**config.mk**
```make
export PLATFORM = sky130hd
export DESIGN_NAME = datapath_param
export DESIGN_NICKNAME = d
export VERILOG_FILES = /design/src/rtl/datapath_param.sv
export SDC_FILE = /design/constraint.sdc
export NUM_CORES = 2
export LEC_CHECK = 0
export CORE_MARGIN = 2
export CORE_UTILIZATION = 40
export CTS_CLUSTER_DIAMETER = 100
export DETAILED_ROUTE_END_ITERATION = 12
export PLACE_DENSITY = 0.6
export SYNTH_ARGS = -nofsm -noshare
export SYNTH_HDL_FRONTEND = slang
export SYNTH_SLANG_ARGS = --single-unit
export TNS_END_PERCENT = 5
```
**constraint.sdc**
```tcl
create_clock -name clk -period 6.8 [get_ports clk]
set_input_delay 1.02 -clock clk [delete_from_list [all_inputs] [get_ports clk]]
set_output_delay 1.02 -clock clk [all_outputs]
set_load 0.005 [all_outputs]
```
**src/rtl/datapath_param.sv**
```systemverilog
// datapath_param: parametrised single-bus register datapath with iterative multiplier and memory handshake
// Encoded bus source/GPR destination selects, optional hard-wired zero GPR0.
module datapath_param #(
    parameter int DATA_W   = 32,
    parameter int NUM_REGS = 16,
    parameter int IMM_W    = 19,
    parameter bit R0_ZERO  = 1'b1,
    localparam int SRC_W   = $clog2(NUM_REGS + 8),
    localparam int RW      = $clog2(NUM_REGS)
) (
    input  logic              clk,
    input  logic              clr,
    input  logic [SRC_W-1:0]  src_sel,
    input  logic              reg_wr_en,
    input  logic [RW-1:0]     reg_wr_sel,
    input  logic              pc_in,
    input  logic              ir_in,
    input  logic              y_in,
    input  logic              hi_in,
    input  logic              lo_in,
    input  logic              mar_in,
    input  logic              mdr_in,
    input  logic              z_in,
    input  logic [2:0]        alu_op,
    input  logic              alu_start,
    output logic              alu_busy,
    output logic              alu_done,
    input  logic              mem_rd,
    input  logic              mem_wr,
    output logic              mem_req,
    output logic              mem_we,
    output logic [DATA_W-1:0] mem_addr,
    output logic [DATA_W-1:0] mem_wdata,
    input  logic [DATA_W-1:0] mem_rdata,
    input  logic              mem_ready,
    output logic              mem_done,
    input  logic [DATA_W-1:0] inport_data,
    input  logic [IMM_W-1:0]  c_imm,
    output logic [DATA_W-1:0] bus_data,
    output logic [DATA_W-1:0] pc_data,
    output logic [DATA_W-1:0] ir_data
);
    localparam int CW = $clog2(DATA_W);
    typedef enum logic [1:0] {IDLE, RD_WAIT, WR_WAIT} mem_st_e;

    logic [DATA_W-1:0] gpr_q [NUM_REGS];
    logic [DATA_W-1:0] pc_q, ir_q, y_q, hi_q, lo_q, mar_q, mdr_q, zhi_q, zlo_q;
    logic [DATA_W-1:0] mcand_q;
    logic [2*DATA_W-1:0] prod_q, prod_d;
    logic [DATA_W:0] sum_d;
    logic [CW-1:0] cnt_q;
    logic busy_q, done_q, req_q, we_q, mdone_q;
    mem_st_e st_q;
    logic [DATA_W-1:0] src_v [NUM_REGS+8];
    logic [DATA_W-1:0] bus, alu_d;

    always_comb begin
        for (int i = 0; i < NUM_REGS; i++) src_v[i] = gpr_q[i];
        src_v[0] = R0_ZERO ? '0 : gpr_q[0];
        src_v[NUM_REGS+0] = hi_q;
        src_v[NUM_REGS+1] = lo_q;
        src_v[NUM_REGS+2] = zhi_q;
        src_v[NUM_REGS+3] = zlo_q;
        src_v[NUM_REGS+4] = pc_q;
        src_v[NUM_REGS+5] = mdr_q;
        src_v[NUM_REGS+6] = inport_data;
        src_v[NUM_REGS+7] = {{(DATA_W-IMM_W){c_imm[IMM_W-1]}}, c_imm};
        bus = ({1'b0, src_sel} < (SRC_W+1)'(NUM_REGS + 8)) ? src_v[src_sel] : '0;
    end

    always_comb begin
        case (alu_op)
            3'd0:    alu_d = y_q + bus;
            3'd1:    alu_d = y_q - bus;
            3'd2:    alu_d = y_q & bus;
            3'd3:    alu_d = y_q | bus;
            3'd4:    alu_d = ~bus;
            3'd5:    alu_d = -bus;
            default: alu_d = bus;
        endcase
    end

    // One shift-add step: conditionally add multiplicand to the high half, then shift right with carry.
    assign sum_d  = {1'b0, prod_q[2*DATA_W-1:DATA_W]} + {1'b0, prod_q[0] ? mcand_q : '0};
    assign prod_d = {sum_d, prod_q[DATA_W-1:1]};

    always_ff @(posedge clk) begin
        if (clr) begin
            for (int i = 0; i < NUM_REGS; i++) gpr_q[i] <= '0;
            pc_q    <= '0;
            ir_q    <= '0;
            y_q     <= '0;
            hi_q    <= '0;
            lo_q    <= '0;
            mar_q   <= '0;
            mdr_q   <= '0;
            zhi_q   <= '0;
            zlo_q   <= '0;
            mcand_q <= '0;
            prod_q  <= '0;
            cnt_q   <= '0;
            busy_q  <= 1'b0;
            done_q  <= 1'b0;
            req_q   <= 1'b0;
            we_q    <= 1'b0;
            mdone_q <= 1'b0;
            st_q    <= IDLE;
        end else begin
            if (reg_wr_en && !(R0_ZERO && reg_wr_sel == '0)) gpr_q[reg_wr_sel] <= bus;
            if (pc_in) pc_q <= bus;
            if (ir_in) ir_q <= bus;
            if (y_in) y_q <= bus;
            if (hi_in) hi_q <= bus;
            if (lo_in) lo_q <= bus;
            if (mar_in) mar_q <= bus;
            if (mdr_in) mdr_q <= bus;
            done_q  <= 1'b0;
            mdone_q <= 1'b0;
            if (busy_q) begin
                prod_q <= prod_d;
                cnt_q  <= cnt_q + 1'b1;
                if (cnt_q == CW'(DATA_W - 1)) begin
                    {zhi_q, zlo_q} <= prod_d;
                    busy_q <= 1'b0;
                    done_q <= 1'b1;
                end
            end else begin
                if (z_in) begin
                    zlo_q <= alu_d;
                    zhi_q <= '0;
                end
                if (alu_start && alu_op == 3'd6) begin
                    prod_q  <= {{DATA_W{1'b0}}, bus};
                    mcand_q <= y_q;
                    cnt_q   <= '0;
                    busy_q  <= 1'b1;
                end
            end
            case (st_q)
                IDLE: begin
                    if (mem_rd || mem_wr) begin
                        st_q  <= mem_rd ? RD_WAIT : WR_WAIT;
                        req_q <= 1'b1;
                        we_q  <= !mem_rd;
                    end
                end
                default: begin
                    if (mem_ready) begin
                        if (st_q == RD_WAIT) mdr_q <= mem_rdata;
                        st_q    <= IDLE;
                        req_q   <= 1'b0;
                        we_q    <= 1'b0;
                        mdone_q <= 1'b1;
                    end
                end
            endcase
        end
    end

    assign bus_data  = bus;
    assign pc_data   = pc_q;
    assign ir_data   = ir_q;
    assign alu_busy  = busy_q;
    assign alu_done  = done_q;
    assign mem_req   = req_q;
    assign mem_we    = we_q;
    assign mem_done  = mdone_q;
    assign mem_addr  = mar_q;
    assign mem_wdata = mdr_q;
endmodule
```
After elaboration in Yosys (flattened, before gate mapping):

Memory sizes are Yosys's and may differ from the RTL's.
Index checks and enable logic that the tools add are counted.
Widths: inputs -> output; s select.

* register bits after elaboration: 396
* bits in writable memories: 512
* word-level logic and storage cells: 100
* memories kept: 1

Memories
* gpr_q: words 16, bits a word 32, rd ports 15, clocked after Yosys merged registers in 0, wr ports 16, RTL line 46 `logic [DATA_W-1:0] gpr_q [NUM_REGS];`

* $add $sub $neg: 5
* order comparisons: 2
* eq/ne operators: 10
* mux-type cells: 42
* bitwise logic cells: 5
* reduce and logical (&&, ||, !) cells: 17

Operators by type and width (count)
* $mux 32: 15
* $pmux 32 s6: 1
* $bmux 32 s5: 1
* $mux 64: 2
* $add 32x32->33: 1
* $add 32x32->32: 1
* $and 32x32->32: 1
* $neg 32->32: 1
* $not 32->32: 1
* $or 32x32->32: 1
* $reduce_or 32->1: 1
* $sub 32x32->32: 1
* $mux 1: 16
* $mux 5: 2
* $eq 3x3->1 const B: 3
* $mux 2: 4
* $eq 3x2->1 const B: 2
* $ge 6x6->1 const B: 1
* $not 5->6: 1
* $reduce_and 2->1: 3
* $reduce_bool 2->1: 3
* $add 5x1->5 const B: 1
* $eq 5x5->1 const B: 1
* $lt 5x5->1 const B: 1
* other kinds (13): 16

Longest topological paths before layout:

* word-level depth: 9
* gate-level depth with buffers: 22
* gate-level depth less buffers: 17

Least setup slack after synthesis:

No wires, ideal clock.

* path kind: input-to-reg
* start point: input src_sel[0]
* end point: register zlo_q[30]
* arrival: 6000 ps
* data required time: 6738 ps
* slack: 738 ps
* stages on the path: 20
* buffers on the path: 5
* path through: buf_4 buf_4 buf_6 buf_2 mux4_2 mux4_2 o21ai_4 clkbuf_1 inv_1 ha_1 fa_1 a211oi_1 o2111ai_1 o21ai_1 o211ai_1 a31o_2 a221o_1 a41o_1 or4_1 nand3_1

* word-level cells in the longest chain between the ends: 9
* elaborated cells between the ends (all ways): 15
* those cells by class: add/sub (3); order compare (1); mux (7); bitwise (4)

Ends and longest elaborated chain
* from (decl): RTL line 13 `input logic [SRC_W-1:0] src_sel,`
* $not 5->6 (not written as such): RTL line 68 `bus = ({1'b0, src_sel} < (SRC_W+1)'(NUM_REGS + 8)) ? src_v[src_sel] : '0;`
* $bmux 32 s5: RTL line 68
* $mux 32 (not written as such) (2 in a row): RTL line 68
* $mux 32 *: RTL line 68
* net bus_data[0]: RTL line 39 `output logic [DATA_W-1:0] bus_data,`
* $neg 32->32 (tied with other cells): RTL line 78 `3'd5: alu_d = -bus;`
* $pmux 32 s6 *: RTL line 72 `case (alu_op)`
* $mux 32 *: RTL line 128 `if (z_in) begin`
* $mux 32 *: RTL line 119 `if (busy_q) begin`
* to (signal assigned): RTL line 123 `{zhi_q, zlo_q} <= prod_d;`
* to (signal assigned): RTL line 129 `zlo_q <= alu_d;`
* to (decl): RTL line 47 `logic [DATA_W-1:0] pc_q, ir_q, y_q, hi_q, lo_q, mar_q, mdr_q, zhi_q, zlo_q;`

Mark *: on every way through the listed nets, which the timed path passes. The rest lies on a longest branch. The select of a mux whose other input is x is not followed.
A chain may end at the register's enable or synchronous reset.

Final worst setup path:

* start point: input src_sel[0]
* end point: register zlo_q[30]

* word-level cells in the longest chain between the ends: 9
* elaborated cells between the ends (all ways): 15
* those cells by class: add/sub (3); order compare (1); mux (7); bitwise (4)

Ends and longest elaborated chain (RTL line)
* $not 5->6 (not written as such): 68
* $bmux 32 s5: 68
* $mux 32 (not written as such) (2 in a row): 68
* $mux 32 *: 68
* $neg 32->32 (tied with other cells): 78
* $pmux 32 s6 *: 72
* $mux 32 *: 128
* $mux 32 *: 119

Every way passes the cells marked *; elsewhere a longest branch is shown, timed or not. The select of a mux whose other input is x is not followed.

==> impl_results.md <==
* Status: complete, no violations
* Post-route insts no fill at 5901
* Flop2flop setup slack at 1.69 ns
* Routed length on met3 at 16.4 mm
* Sequential area share after synthesis at 50.0%
* Hold Buf Count CTS at 0
* Area delta synth->final at 15.7%
* Peak supply drop at 0.212 mV
* Placed Area at 0.0485 mm^2
* GRT Total Usage at 28.3%
* Worst reg2reg path depth at 15
* # DRC at 0
* Critical path type: input pin to register
* DR pass1 iterations at 5
* Syn_nets at 4507
* Standard-cell rows at 122
* Ports at 275
* Post-synthesis cell count at 4264
* CTS buffer count at 94
* Worst hold margin at 0.448 ns
* Slowest cell delay on critical path at 0.62 ns
* Fin area at 0.0516 mm^2
* Root Buffer: clkbuf_16
* Crit path capture type: register
* Critical path cell sequence: buf_8 > mux4_2 > mux4_2 > o21ai_4 > inv_1 > ha_1 > fa_1 > a211oi_1 > o2111ai_1 > o21ai_1 > o211ai_1 > a31o_2 > a221o_1 > a41o_1 > or4_1 > nand3_1
* Initial Util at 40.3%
* Switch Pwr at 3.89 mW
* Most common library cells after synthesis: 898 x nor2_1, 480 x edfxtp_1, 395 x dfxtp_1
* Final count of hold timing violations at 0
* Post-route ant nets at 0
* Setup TNS at 0 ns
* Place WS at 0.626 ns
* Per-cell routed wire length at 27.7 um
* Initial antenna violation count at 4
* Critical-path cell with the highest stage delay: mux4_2
* Max cap viols at 0
* Switch share at 28.8%
* Yosys cell types at 82
* # Post-CTS Setup Buffers at 0
* Nets at 4573
* Least-Margin Pin Slew at 1.27 ns
* Max Root-Sink Buffers at 3
* Reg2reg end: zlo_q[30]$_SDFFE_PP0P_
* RR Startpoint: pc_data[0]$_SDFFE_PP0P_
* Post-synth top flop: edfxtp_1
* Top sig layer: met4
* Slew HR at 15.0%
* Fmax at 179 MHz
* Vias at 35100
* Vias in the first global route at 33200
* Ys Warns at 0
* EDFF count, synth at 480
* Share of cells above drive strength 1 at 13.1%
* Hold Path Sink: prod_q[58]$_SDFFE_PP0P_
* CTS sink count at 875
* Final WL at 164 mm
* Dpl cells at 5722
* Via/cell ratio at 5.94
* Setup slack after layout at 1.20 ns
* Die ar. at 0.114 mm^2
* Metal2 WL at 72.7 mm
* Clock power share at 38.3%
* PortBufs at 274
* Pleak at 19.3 nW
* Part of the power in registers at 44.3%
* Final GP Congestion at 1.01
* Largest net degree at the start of global routing at 177
* #FFs+latches synth at 875
* Worst hold path depth at 2
* Crit path max fanout at 40
* Top post-synthesis cells by area: edfxtp_1 32%, dfxtp_1 18%, mux4_2 9.6%, nor2_1 7.6%, a211oi_1 4.3%
* Hold path startpoint: prod_q[58]$_SDFFE_PP0P_
* CP arrival at 6.24 ns
* Final setup viols at 0
* Post-synth top area cell: edfxtp_1
* H-tree level count at 3
* Hold Crit Class: register to register
* Die H at 338 um
* Share of the synthesized area in the top cell type at 32.3%
* Average size of a mapped cell at 10.5 um^2
* RSZ-0062 raised after global routing: false
* Setup Skew at 0.0288 ns
* DP HPWL at 112 mm
* Metal-1 WL at 67.0 mm
* Worst-path clk slew at 0.07 ns
* CTS resizes at 0
* Fill cell count at 10200
* Asr flop ratio synth at 0%
* Post-Syn Area at 0.0446 mm^2
* Comb power frac at 17.4%
* Top-count cell post-synth: nor2_1
* Final Cycle Share at 82.3%
* Clock Latency Late Sink at 0.70 ns
* CP dominant cell by count: mux4_2
* CP startpoint kind: input pin
* Core area at 0.111 mm^2
* Pins Over Slew Limit at 0
* Pwr dens at 262 mW/mm^2
* Pint at 9.63 mW
* Worst Path Required at 7.44 ns
* CTS tree: done
* Total global routing overflow at 0
* Drt first-iter violations at 4001
* Die X at 338 um
* Final min period at 5.60 ns
* First-pass GRT wire length at 236 mm
-- worst max-delay path by stage --
stage	slack [ns]	endpoint	from
after global placement	0.62	zlo_q[30]$_SDFFE_PP0P_	src_sel[0]
final	1.20	zlo_q[30]$_SDFFE_PP0P_	src_sel[0]
after global routing	0.92	zlo_q[25]$_SDFFE_PP0P_	src_sel[0]
after detailed placement	0.63	zlo_q[30]$_SDFFE_PP0P_	src_sel[0]
after CTS	1.19	bus_data[22]	src_sel[1]
after floorplan	0.74	zlo_q[30]$_SDFFE_PP0P_	src_sel[0]
-- layer usage --
| layer | track usage, % | up-vias |
|---|---|---|
| li1 | - | 15600 |
| met3 | 6.81 | 279 |
| met2 | 43.4 | 1731 |
| met4 | 12.0 | 0 |
| met1 | 38.2 | 17400 |
| met5 | 0 | - |
-- layout by cell type (no fill, tap or decap), drive strengths merged, types with 34 or more instances in the layout --
cell           instances
xnor2                 43
a21o                  38
mux4                 190
nor2                 898
mux2i                 41
a221oi                36
o21ai                160
clkdlybuf4s50        258
edfxtp               480
nand3                 49
a211o                 34
a22o                  44
nand2                223
buf                  160
and2                  39
a21oi                313
dfxtp                395
ha                   130
inv                   98
clkbuf               134
a211oi               255
-- area by class of cell --
type,count,area (um^2),share of cell area [%]
antenna,3,7.51,0.0145
timing repair buffer,418,3850,7.46
sequential,875,22300,43.2
multi-input combinational,2845,20100,39.0
clock inverter,42,435,0.843
clock buffer,134,2660,5.14
tap,1488,1860,3.60
inverter,96,360,0.698
-- stage by stage --
step                power (mW)  util (%)
global placement          8.41      43.9
detailed placement        8.41      43.9
finish                    13.5      46.7
floorplan                 7.41         -
CTS                       13.6      46.7
global route              14.0      46.7
-- cell families (layout without fill, tap and decap cells) --
logic type      Yosys count  in the layout  share of synthesized area, %
simple gates           1343           1343                          12.4
compound gates         1034           1034                          15.6
flops                   875            875                          50.0
buf+inv                 544            690                          5.44
mux                     263            263                          11.3
fa+ha+maj               133            133                          3.78
xor+xnor                 72             72                          1.41
other cells               0              3                             0
-- power groups by stage --
stage,sequential (mW),combinational (mW),clock (mW)
floorplan,6.02,1.39,0
global placement,6.09,2.31,0
detailed placement,6.10,2.31,0
CTS,5.99,2.33,5.25
global route,6.00,2.50,5.47
finish,5.99,2.36,5.18
-- flip-flops by register name, summed over array words and instances, names as in the netlist --
signal / flops
zlo_q: 32
mem_we: 1
gpr_q: 480
mem_req: 1
ir_data: 32
y_q: 32
mem_addr: 32
cnt_q: 5
mcand_q: 32
prod_q: 64
alu_busy: 1
alu_done: 1
zhi_q: 32
lo_q: 32
mem_wdata: 32
pc_data: 32
mem_done: 1
hi_q: 32
st_q: 1
-- worst max-delay path: cells and delay by family --
family	cells	cell delay, ns
buffers and inverters	2	0.45
adder cells (fa/ha/maj)	2	0.70
AND/OR/NAND/NOR	2	0.55
multiplexers	2	1.16
AO/OA/AOI/OAI	8	2.28
No activity file was read; power rests on OpenSTA's default activity.
